==> config.mk <==
export PLATFORM = sky130hd
export DESIGN_NAME = pc_ras
export DESIGN_NICKNAME = d
export VERILOG_FILES = /design/src/rtl/pc_ras_pkg.sv /design/src/rtl/ras_stack.sv /design/src/rtl/pc_ras.sv
export SDC_FILE = /design/constraint.sdc
export NUM_CORES = 1
export LEC_CHECK = 0
export BUFFER_PORTS_ARGS = -buffer_cell sky130_fd_sc_hd__buf_2
export CAP_MARGIN = 20
export CORE_MARGIN = 8
export CORE_UTILIZATION = 55
export CTS_CLUSTER_SIZE = 20
export DETAILED_ROUTE_END_ITERATION = 10
export PLACE_DENSITY_LB_ADDON = 0.08
export SYNTH_ARGS = -nofsm -noshare
export SYNTH_HDL_FRONTEND = slang
export SYNTH_SLANG_ARGS = --single-unit
==> constraint.sdc <==
create_clock -name clk -period 6.2 [get_ports clk]
set_input_delay 1.55 -clock clk [delete_from_list [all_inputs] [get_ports clk]]
set_output_delay 1.55 -clock clk [all_outputs]
set_load 0.02 [all_outputs]
==> src/rtl/pc_ras_pkg.sv <==
// ============================================================================
// Module   : pc_ras_pkg
// Brief    : Next-PC operation encodings shared by the pc_ras block.
// Revision : 1.0 - initial release
// ============================================================================
`default_nettype none

package pc_ras_pkg;

    localparam int PC_OP_W = 3;

    localparam logic [PC_OP_W-1:0] PC_INC  = 3'd0;
    localparam logic [PC_OP_W-1:0] PC_ABS  = 3'd1;
    localparam logic [PC_OP_W-1:0] PC_REL  = 3'd2;
    localparam logic [PC_OP_W-1:0] PC_CALL = 3'd3;
    localparam logic [PC_OP_W-1:0] PC_RET  = 3'd4;
    localparam logic [PC_OP_W-1:0] PC_HOLD = 3'd5;

endpackage

`default_nettype wire

==> src/rtl/ras_stack.sv <==
// ============================================================================
// Module   : ras_stack
// Brief    : Circular return-address stack; a push when full drops the oldest.
// Revision : 1.0 - initial release
// ============================================================================
`default_nettype none

module ras_stack #(
    parameter int AW    = 16,
    parameter int DEPTH = 4
) (
    input  logic                     clk,
    input  logic                     rst_f,
    input  logic                     push,
    input  logic                     pop,
    input  logic [AW-1:0]            push_data,
    output logic [AW-1:0]            top_data,
    output logic [$clog2(DEPTH):0]   cnt,
    output logic                     full,
    output logic                     empty
);

    localparam int PW = $clog2(DEPTH);
    localparam int CW = PW + 1;
    localparam logic [CW-1:0] C_DEPTH = CW'(DEPTH);

    logic [AW-1:0] r_mem [DEPTH];
    logic [PW-1:0] r_top;
    logic [CW-1:0] r_cnt;
    logic [PW-1:0] w_wr_ptr;

    // Slot above the top is also the oldest entry when full, so a full push
    // overwrites it naturally.
    assign w_wr_ptr = r_top + PW'(1);

    always_ff @(posedge clk) begin
        if (!rst_f) begin
            r_top <= '0;
            r_cnt <= '0;
        end else if (push) begin
            r_top <= w_wr_ptr;
            if (r_cnt != C_DEPTH) begin
                r_cnt <= r_cnt + CW'(1);
            end
        end else if (pop && (r_cnt != '0)) begin
            r_top <= r_top - PW'(1);
            r_cnt <= r_cnt - CW'(1);
        end
    end

    always_ff @(posedge clk) begin
        if (push) begin
            r_mem[w_wr_ptr] <= push_data;
        end
    end

    assign top_data = r_mem[r_top];
    assign cnt      = r_cnt;
    assign full     = (r_cnt == C_DEPTH);
    assign empty    = (r_cnt == '0);

endmodule

`default_nettype wire

==> src/rtl/pc_ras.sv <==
// ============================================================================
// Module   : pc_ras
// Brief    : Program counter with abs/rel branch, hold and CALL/RET stack.
//            PC_RAS_TRAP_EN: stack faults jump to TRAP_VEC instead.
// Revision : 1.0 - initial release
// ============================================================================
`default_nettype none

module pc_ras
    import pc_ras_pkg::*;
#(
    parameter int              AW        = 16,
    parameter int              OW        = 8,
    parameter int              DEPTH     = 4,
    parameter logic [AW-1:0]   RESET_VEC = '0,
    parameter logic [AW-1:0]   TRAP_VEC  = 16'hFFF0
) (
    input  logic                     clk,
    input  logic                     rst_f,
    input  logic                     pc_write,
    input  logic [PC_OP_W-1:0]       pc_op,
    input  logic [AW-1:0]            br_addr,
    input  logic [OW-1:0]            br_off,
    input  logic                     flag_clr,
    output logic [AW-1:0]            pc_out,
    output logic [AW-1:0]            pc_inc,
    output logic [$clog2(DEPTH):0]   ras_cnt,
    output logic                     ras_empty,
    output logic                     ras_full,
    output logic                     ras_ovf,
    output logic                     ras_unf
);

    logic [AW-1:0] r_pc;
    logic          r_ovf;
    logic          r_unf;

    logic [AW-1:0] w_pc_inc;
    logic [AW-1:0] w_off_ext;
    logic [AW-1:0] w_pc_next;
    logic [AW-1:0] w_top;
    logic          w_push;
    logic          w_pop;
    logic          w_ovf_set;
    logic          w_unf_set;
    logic          w_full;
    logic          w_empty;

    assign w_pc_inc  = r_pc + AW'(1);
    assign w_off_ext = {{(AW-OW){br_off[OW-1]}}, br_off};

`ifndef PC_RAS_TRAP_EN
    logic w_unused_trap;
    assign w_unused_trap = ^TRAP_VEC;
`endif

    ras_stack #(
        .AW    (AW),
        .DEPTH (DEPTH)
    ) u_ras_stack (
        .clk       (clk),
        .rst_f     (rst_f),
        .push      (w_push),
        .pop       (w_pop),
        .push_data (w_pc_inc),
        .top_data  (w_top),
        .cnt       (ras_cnt),
        .full      (w_full),
        .empty     (w_empty)
    );

    always_comb begin
        w_pc_next = r_pc;
        w_push    = 1'b0;
        w_pop     = 1'b0;
        w_ovf_set = 1'b0;
        w_unf_set = 1'b0;
        if (pc_write) begin
            case (pc_op)
                PC_INC: w_pc_next = w_pc_inc;
                PC_ABS: w_pc_next = br_addr;
                PC_REL: w_pc_next = w_pc_inc + w_off_ext;
                PC_CALL: begin
                    w_ovf_set = w_full;
`ifdef PC_RAS_TRAP_EN
                    if (w_full) begin
                        w_pc_next = TRAP_VEC;
                    end else begin
                        w_push    = 1'b1;
                        w_pc_next = br_addr;
                    end
`else
                    w_push    = 1'b1;
                    w_pc_next = br_addr;
`endif
                end
                PC_RET: begin
                    if (w_empty) begin
                        w_unf_set = 1'b1;
`ifdef PC_RAS_TRAP_EN
                        w_pc_next = TRAP_VEC;
`else
                        w_pc_next = w_pc_inc;
`endif
                    end else begin
                        w_pop     = 1'b1;
                        w_pc_next = w_top;
                    end
                end
                default: w_pc_next = r_pc;
            endcase
        end
    end

    // A fault in the same cycle as flag_clr leaves the flag set.
    always_ff @(posedge clk) begin
        if (!rst_f) begin
            r_pc  <= RESET_VEC;
            r_ovf <= 1'b0;
            r_unf <= 1'b0;
        end else begin
            r_pc  <= w_pc_next;
            r_ovf <= w_ovf_set | (r_ovf & ~flag_clr);
            r_unf <= w_unf_set | (r_unf & ~flag_clr);
        end
    end

    assign pc_out    = r_pc;
    assign pc_inc    = w_pc_inc;
    assign ras_empty = w_empty;
    assign ras_full  = w_full;
    assign ras_ovf   = r_ovf;
    assign ras_unf   = r_unf;

endmodule

`default_nettype wire

==> metrics.txt, run 1 <==
status=finished clean; fin worst setup slack=2.04 ns; number of global-route vias before repair=3851; vias per inst=6.42; Worst-Skew Late Latency=0.38 ns; number of max-cap violations=0; DRC Markers=0; placed cell area=around 0.0053 sq mm; worst path cell trace=ha_1 -> nand3_1 -> nor4_1 -> xor2_1 -> buf_2; sequential share of power=approximately 49%; M3 GR Usage=6.39%; post-cts resize count=0; GPL Wtd Cong=0.918; CTS root buffer=clkbuf_8; sequential cell area fraction in the yosys report=49.3%; # fillers=710; Max H-tree Level=3; Post-synth EDFFs=64; Internal Dissipation=0.981 mW; Critical path buffers and inverters=1; cell area power density=249 mW/mm^2; largest net degree at the start of global routing=27; total CTS buffers=9; hold_buf cts=0; Initial Utilization=a little under three fifths; Avg Cell Area, Syn=11.9 sq um; cell area after synthesis=~0.0049 sq mm; Hold Path Class=reg -> reg; met1 usage=27.7%; Worst path max stage delay=0.59 ns; area of the core=0.00868 sq mm; DIE HEIGHT=between 100 and 150 um; Yosys reg bits=89; crit-path leading delay family=simple AND/OR/NAND/NOR gates; Psw=0.405 mW; maximum vdd drop=0.000172 V; syn nets=around 470; diodes inserted=0; Sw Ratio=29.2%; worst-path maximum fanout=8; ys flop type=edfxtp_1; crit path max-delay cell type=nor4_1; Fin Setup TNS=0 ns; post-CTS setup buffers=0; Area Overhead vs Synth=13.4%; Finished Cell Area=0.00557 sq mm; WHS=0.498 ns; post-DP HPWL=8880 um; WL per Instance=22.1 um; CP arrival=2.61 ns; Iter 0 DRT Violations=207; die area=between 0.01 and 0.015 sq mm; total routed wirelength=13100 um; # nets final=534; DP Worst Slack=2.48 ns; All-Layer GR Usage=21.5%; distinct cell type count after synthesis=64; I/O pins=70; CTS Buffer Depth=2; floorplan row count=34; Final Hold Fails=0; CTS tree=done; Clock Power Share=32.5%; Final ANT Viol Nets=0; GR Layer Usage met2=33.9%; Clock Sinks=89; initial antenna violation count=0; CP endpoint kind=output pin; Comb pwr share=18.8%; first-pass GRT wire length=20900 um; Slew headroom=23.6%; 1st-pass router iterations=5; Buffers on Ports=between 60 and 70; Final min period=4.16 ns; vias=approximately 3.8k; most frequent cells in the layout=buf_2 (69), edfxtp_1 (64), a21oi_1 (28); grt total ovfl=0; Final setup viols=0; Gate Count Post-Synth=414; Setup CP Type=reg -> out; ys async rst share=0%; layout cells sized above 1=a little under a quarter; worst clock skew=0.0156 ns; Clock Pin Slew Worst Setup and Hold Paths=roughly 0.10 ns; GR peak layer=met2; Worst setup SP type=register; CP required=~4.7 ns; worst-margin pin slew=1.14 ns; commonest non-fill, non-tap cell in the layout=buf_2; Yosys warnings=0; Die X=110 um; fin crit share=67.1%; RSZ-0062 raised after global routing=false; Lkg Pwr=2.10 nW; max frequency=~240 MHz; fin. max-slew vios=0
## area by class of cell
class	instances	area (sq um)	share of cell area, %
clock buffers	9	124	2.23
repair buffers	73	379	6.81
clock inverters	7	101	1.82
inverters	14	52.6	0.944
well taps	108	135	2.43
flip-flops and latches	89	2420	43.5
multi-input cells	292	2350	42.3
## power by group through the flow
stage                     clock network, mW  registers [mW]  logic (mW)
after detailed placement                  0           0.689       0.256
after global placement                    0           0.689       0.253
after global routing                  0.478           0.678       0.285
after CTS                             0.454           0.675       0.258
final                                 0.450           0.676       0.260
after floorplan                           0           0.696       0.167
## worst register-to-register path: stages, from the launching register on
cell,delay (ns)
dfxtp_1,0.46
ha_1,0.24
nand3_1,0.28
nor4_1,0.42
xor2_1,0.52
ha_1,0.41
a21oi_1,0.38
nor2_1,0.11
a211oi_1,0.34
a2111o_1,0.21
o211ai_1,0.09
## synth_stat cells (3+ instances only)
| cell | number | area, sq um |
|---|---|---|
| nor4_1 | 3 | 18.8 |
| inv_1 | 14 | 52.6 |
| a21boi_0 | 3 | 22.5 |
| ha_1 | 22 | 275 |
| dfxtp_1 | 25 | 500 |
| or2_2 | 3 | 18.8 |
| o211ai_1 | 10 | 75.1 |
| xnor2_1 | 14 | 123 |
| and2_1 | 8 | 50.1 |
| o21a_1 | 5 | 37.5 |
| xor2_1 | 11 | 96.3 |
| clkbuf_1 | 14 | 52.6 |
| a221o_1 | 10 | 100 |
| a221oi_1 | 7 | 61.3 |
| a21o_1 | 4 | 30.0 |
| nand2_1 | 27 | 101 |
| a31oi_1 | 4 | 25.0 |
| a211oi_1 | 3 | 22.5 |
| nor3_1 | 6 | 30.0 |
| nor2b_1 | 6 | 37.5 |
| a21oi_1 | 28 | 140 |
| edfxtp_1 | 64 | 1920 |
| nor2_1 | 20 | 75.1 |
| o21ai_0 | 22 | 110 |
| nor3b_1 | 3 | 22.5 |
| mux4_2 | 16 | 360 |
| o31ai_1 | 3 | 22.5 |
| nand3_1 | 13 | 65.1 |
## per-layer routing
metal | up-vias | wire length [um]
met3 | 17 | 1020
li1 | 1760 | -
met5 | - | 0
met4 | 0 | 176
met2 | 138 | 6170
met1 | 1885 | 5740
## worst paths after layout
kind         slack, ns                       to                    from  cells after the start
max               2.04               pc_inc[14]  pc_out[0]$_SDFFE_PN0P_                      5
min               0.50       ras_unf$_SDFF_PN0_      ras_unf$_SDFF_PN0_                      2
max reg2reg       2.60  pc_out[15]$_SDFFE_PN0P_  pc_out[0]$_SDFFE_PN0P_                     10
min reg2reg       0.50       ras_unf$_SDFF_PN0_      ras_unf$_SDFF_PN0_                      2
## cells by family (layout without fill, tap and decap cells)
group	Yosys count	count (layout)	synth area share (%)
mux	17	17	7.54
fa+ha+maj	24	24	6.42
compound gates	119	119	17.1
flops	89	89	49.3
buf+inv	33	103	2.88
xor+xnor	25	25	4.46
simple gates	107	107	12.3
## registers in the layout, indices dropped and copies added (netlist names), named ones only
| signal | cells |
|---|---|
| ras_ovf | 1 |
| ras_unf | 1 |
| pc_out | 16 |
| u_ras_stack.r_mem | 64 |
| u_ras_stack.r_top | 2 |
| u_ras_stack.cnt | 3 |
## per-stage QoR
stage               cells  power, mW  utilization, %
floorplan             414      0.863               -
global placement      575      0.941            61.4
detailed placement    575      0.945            61.4
CTS                   591       1.39            64.0
global route          592       1.44            64.1
finish                592       1.39            64.1
Power figures use the tool's default switching activity.
==> run 2, diff against run 1 <==
==> constraint.sdc (replaced) <==
create_clock -name clk -period 4.3 [get_ports clk]
set_input_delay 1.075 -clock clk [delete_from_list [all_inputs] [get_ports clk]]
set_output_delay 1.075 -clock clk [all_outputs]
set_load 0.02 [all_outputs]
==> metrics.txt, run 2 (synthesis results as in run 1) <==
GPL Wtd Cong=around 0.96; total CTS buffers=9; 1st-pass router iterations=6; Clock Pin Slew Worst Setup and Hold Paths=0.10 ns; Worst setup SP type=register; Fin Setup TNS=0 ns; Top reg by flops=u_ras_stack.r_mem; Final ANT Viol Nets=0; All-Layer GR Usage=21.4%; Final min period=3.84 ns; max FFs per register=64; Clock Sinks=89; Die X=110 um; R2R depth=9; Overall Power=1.96 mW; hold path depth=2; fin. max-slew vios=0; cell area power density=351 mW/mm^2; WL per Instance=22.1 um; total routed wirelength=13200 um; CP arrival=2.77 ns; post-DP HPWL=9110 um; grt total ovfl=0; commonest non-fill, non-tap cell in the layout=buf_2; status=finished clean; Iter 0 DRT Violations=between 200 and 300; Final setup viols=0; initial antenna violation count=0; floorplan row count=34; worst-path maximum fanout=8; Initial Utilization=56.6%; vias per inst=6.29; maximum vdd drop=around 0.00028 V; die area=about 0.012 sq mm; CTS root buffer=clkbuf_8; area of the core=0.00868 sq mm; Buffers on Ports=69; vias=3762; Critical R2R Launch=pc_out[0]$_SDFFE_PN0P_; I/O pins=70; RSZ-0062 raised after global routing=false; Max H-tree Level=3; post-cts resize count=0; Setup CP Type=reg -> out; layout cells sized above 1=24.7%; hold_sp=ras_unf$_SDFF_PN0_; number of max-cap violations=0; post-CTS setup buffers=0; CTS Buffer Depth=2; worst clock skew=0.0144 ns; first-pass GRT wire length=20800 um; fin crit share=approximately 89%; worst hold endpoint=ras_unf$_SDFF_PN0_; number of global-route vias before repair=3746; DRC Markers=0; R2R setup slack=0.85 ns; Hold Path Class=reg -> reg; Area Overhead vs Synth=13.8%; DIE HEIGHT=between 100 and 150 um; most frequent cells in the layout=buf_2 (69), edfxtp_1 (64), a21oi_1 (28); largest net degree at the start of global routing=27; Lkg Pwr=2.13 nW; RR Endpoint=pc_out[14]$_SDFFE_PN0P_; max frequency=260 MHz; hold_buf cts=0; CTS tree=done; CP endpoint kind=output pin; Final Hold Fails=0; worst-margin pin slew=around 1.0 ns; # fillers=710; CP required=3.22 ns; Slew headroom=between 30 and 40%; Worst-Skew Late Latency=0.36 ns; # nets final=539
[run 2: cell types whose count changed in the layout (fill, tap and decap cells not counted), sizes merged]
cell      delta
diode        +1
clkbuf       +2
clkinv       +1
buf          +5
clkinvlp     -2
bufinv       -1
[run 2: worst max-delay path, cell delays in order (launching register included)]
cell     delay, ns
dfxtp_1       0.46
ha_1          0.23
nand3_1       0.35
nor4_1        0.67
xor2_1        0.44
buf_2         0.25
[run 2: power by group]
| group | switching (mW) | internal (mW) | leakage, nW |
|---|---|---|---|
| clock network | 0.310 | 0.305 | 0.110 |
| registers | 0.0312 | 0.944 | 0.792 |
| logic | 0.232 | 0.140 | 1.23 |
[run 2: how the worst max path moves through the flow]
stage / slack [ns] / from / cells past startpoint / end
final: 0.46 / pc_out[0]$_SDFFE_PN0P_ / 5 / pc_inc[14]
after global routing: 0.29 / pc_out[0]$_SDFFE_PN0P_ / 5 / pc_inc[14]
after CTS: 0.50 / pc_out[0]$_SDFFE_PN0P_ / 5 / pc_inc[14]
after detailed placement: 0.92 / pc_out[0]$_SDFFE_PN0P_ / 9 / pc_out[14]$_SDFFE_PN0P_
after global placement: 0.99 / pc_out[0]$_SDFFE_PN0P_ / 5 / pc_inc[14]
after floorplan: 1.02 / pc_out[0]$_SDFFE_PN0P_ / 10 / pc_out[15]$_SDFFE_PN0P_
[run 2: final cells by class]
class / count / area (sq um) / area share, %
inverters: 14 / 52.6 / 0.940
well taps: 108 / 135 / 2.42
clock buffers: 11 / 151 / 2.71
clock inverters: 5 / 61.3 / 1.10
repair buffers: 78 / 413 / 7.39
flip-flops and latches: 89 / 2420 / 43.3
diodes: 1 / 2.50 / 0.0448
multi-input cells: 292 / 2350 / 42.1
[run 2: layer usage]
metal / share of wire, % / wire, um / GRT usage [%]
met1: 44 / 5860 / 27.8
met2: 48 / 6380 / 35.3
met3: 5.9 / 782 / 4.38
met4: 1.3 / 171 / 5.68
met5: 0 / 0 / 0
[run 2: stage by stage]
stage | setup WS, ns | utilization [%] | hold slack, ns | instance area (sq um) | cells
2_1_floorplan | 1.02 | - | 0.551 | 4910 | 414
3_3_place_gp | 0.988 | 61.9 | 0.470 | 5380 | 581
3_5_place_dp | 0.922 | 61.9 | 0.472 | 5380 | 581
4_1_cts | 0.499 | 64.4 | 0.492 | 5590 | 597
5_1_grt | 0.292 | 64.4 | 0.557 | 5590 | 597
6_report | 0.459 | 64.4 | 0.492 | 5590 | 598
==> run 3, diff against run 2 <==
--- a/config.mk
+++ b/config.mk
@@ -11,7 +11,7 @@
 export CORE_UTILIZATION = 55
 export CTS_CLUSTER_SIZE = 20
 export DETAILED_ROUTE_END_ITERATION = 10
-export PLACE_DENSITY_LB_ADDON = 0.08
+export PLACE_DENSITY = 0.81
 export SYNTH_ARGS = -nofsm -noshare
 export SYNTH_HDL_FRONTEND = slang
 export SYNTH_SLANG_ARGS = --single-unit
==> metrics.txt, run 3 (synthesis results as in run 1) <==
max FFs per register=64; worst clock skew=around 0.012 ns; WHS=0.481 ns; Slew headroom=between 30% and 40%; Critical R2R Launch=pc_out[0]$_SDFFE_PN0P_; GR peak layer=met2; area of the core=0.00868 sq mm; layout cells sized above 1=23.9%; Max H-tree Level=3; Final setup viols=0; status=finished clean; cell area power density=344 mW/mm^2; hold_buf cts=0; 1st-pass router iterations=5; # fillers=between 700 and 800; vias=3896; Area Overhead vs Synth=12.6%; CP arrival=2.64 ns; floorplan row count=34; first-pass GRT wire length=20800 um; Final Hold Fails=0; max frequency=269 MHz; GR Layer Usage met2=34.7%; dpl cells=578; M3 GR Usage=~4.5%; grt total ovfl=0; GPL Wtd Cong=0.942; CTS tree=done; DRC Markers=0; post-CTS setup buffers=0; total routed wirelength=13100 um; R2R setup slack=0.88 ns; worst-path maximum fanout=8; CTS Buffer Depth=2; I/O pins=70; sequential share of power=51.2%; footprint of the multi-input gates=0.00235 sq mm; DP Worst Slack=0.979 ns; Psw=0.589 mW; initial antenna violation count=0; hold path depth=2; Finished Layout Cells=594; worst hold endpoint=ras_unf$_SDFF_PN0_; WL per Instance=22.1 um; Final ANT Viol Nets=0; Clock Power Share=28.8%; commonest non-fill, non-tap cell in the layout=buf_2; total CTS buffers=9; Sw Ratio=30.9%; Clock Pin Slew Worst Setup and Hold Paths=0.09 ns; worst-margin pin slew=a little over 1 ns; DIE HEIGHT=~110 um; Die X=110 um; R2R depth=10; fin. max-slew vios=0; Fin Setup TNS=0 ns; met1 usage=26.8%; Worst setup SP type=register; number of global-route vias before repair=3841; Setup CP Type=reg -> out; post-cts resize count=0; Buffers on Ports=69; Comb pwr share=20.0%; Hold Path Class=reg -> reg; Storage cell area=0.00242 sq mm; die area=0.0122 sq mm; CTS root buffer=clkbuf_8; diodes inserted=0; CP required=3.22 ns; fin worst setup slack=0.589 ns; most frequent cells in the layout=buf_2 (69), edfxtp_1 (64), a21oi_1 (28); post-DP HPWL=9180 um; Internal Dissipation=1.31 mW; fin crit share=86.3%; # nets final=between 500 and 600; RSZ-0062 raised after global routing=false; All-Layer GR Usage=about a fifth; Final min period=about 3.7 ns; Clock Sinks=89; CP endpoint kind=output pin; largest net degree at the start of global routing=27; number of max-cap violations=0; hold_sp=ras_unf$_SDFF_PN0_; Top reg by flops=u_ras_stack.r_mem; maximum vdd drop=~0.00017 V; vias per inst=6.56; Iter 0 DRT Violations=240; Worst-Skew Late Latency=0.37 ns; Initial Utilization=56.6%; Lkg Pwr=between 2 and 2.5 nW; RR Endpoint=pc_out[15]$_SDFFE_PN0P_
-- run 3: power groups by stage --
stage	clock, mW	combinational (mW)	sequential, mW
after floorplan	0	0.241	1.00
after detailed placement	0	0.373	0.993
after CTS	0.542	0.377	0.973
after global routing	0.576	0.412	0.977
final	0.548	0.381	0.974
after global placement	0	0.365	0.992
-- run 3: worst max-delay path by stage --
| stage | from | endpoint | slack, ns | cells after the start |
|---|---|---|---|---|
| 2_1_floorplan | pc_out[0]$_SDFFE_PN0P_ | pc_out[15]$_SDFFE_PN0P_ | 1.02 | 10 |
| 3_3_place_gp | pc_out[0]$_SDFFE_PN0P_ | pc_inc[14] | 1.09 | 5 |
| 3_5_place_dp | pc_out[0]$_SDFFE_PN0P_ | pc_out[15]$_SDFFE_PN0P_ | 0.98 | 10 |
| 4_1_cts | pc_out[0]$_SDFFE_PN0P_ | pc_inc[14] | 0.59 | 5 |
| 5_1_grt | pc_out[0]$_SDFFE_PN0P_ | pc_inc[14] | 0.42 | 5 |
| 6_report | pc_out[0]$_SDFFE_PN0P_ | pc_inc[14] | 0.59 | 5 |
-- run 3: area by class of cell --
cell class,count,share of cell area [%]
tap,108,2.44
multi-input combinational,292,42.5
clock buffer,11,2.56
clock inverter,5,0.702
timing repair buffer,75,7.06
inverter,14,0.951
sequential,89,43.8
-- run 3: routing by layer --
layer	part of all wire (%)	wire (um)
met1	41	5330
met5	0	0
met4	2.7	354
met3	7.3	958
met2	49	6500
-- run 3: critical path, stage by stage (launching register included) --
cell,delay [ns]
dfxtp_1,0.48
ha_1,0.24
nand3_1,0.27
nor4_1,0.62
xor2_1,0.41
buf_2,0.25
-- run 3: per-stage QoR --
step                      total power, mW  util, %  area [sq um]
after detailed placement             1.37     61.6          5350
after global routing                 1.97     63.7          5530
after global placement               1.36     61.6          5350
after floorplan                      1.24        -          4910
after CTS                            1.89     63.7          5530
final                                1.90     63.7          5530
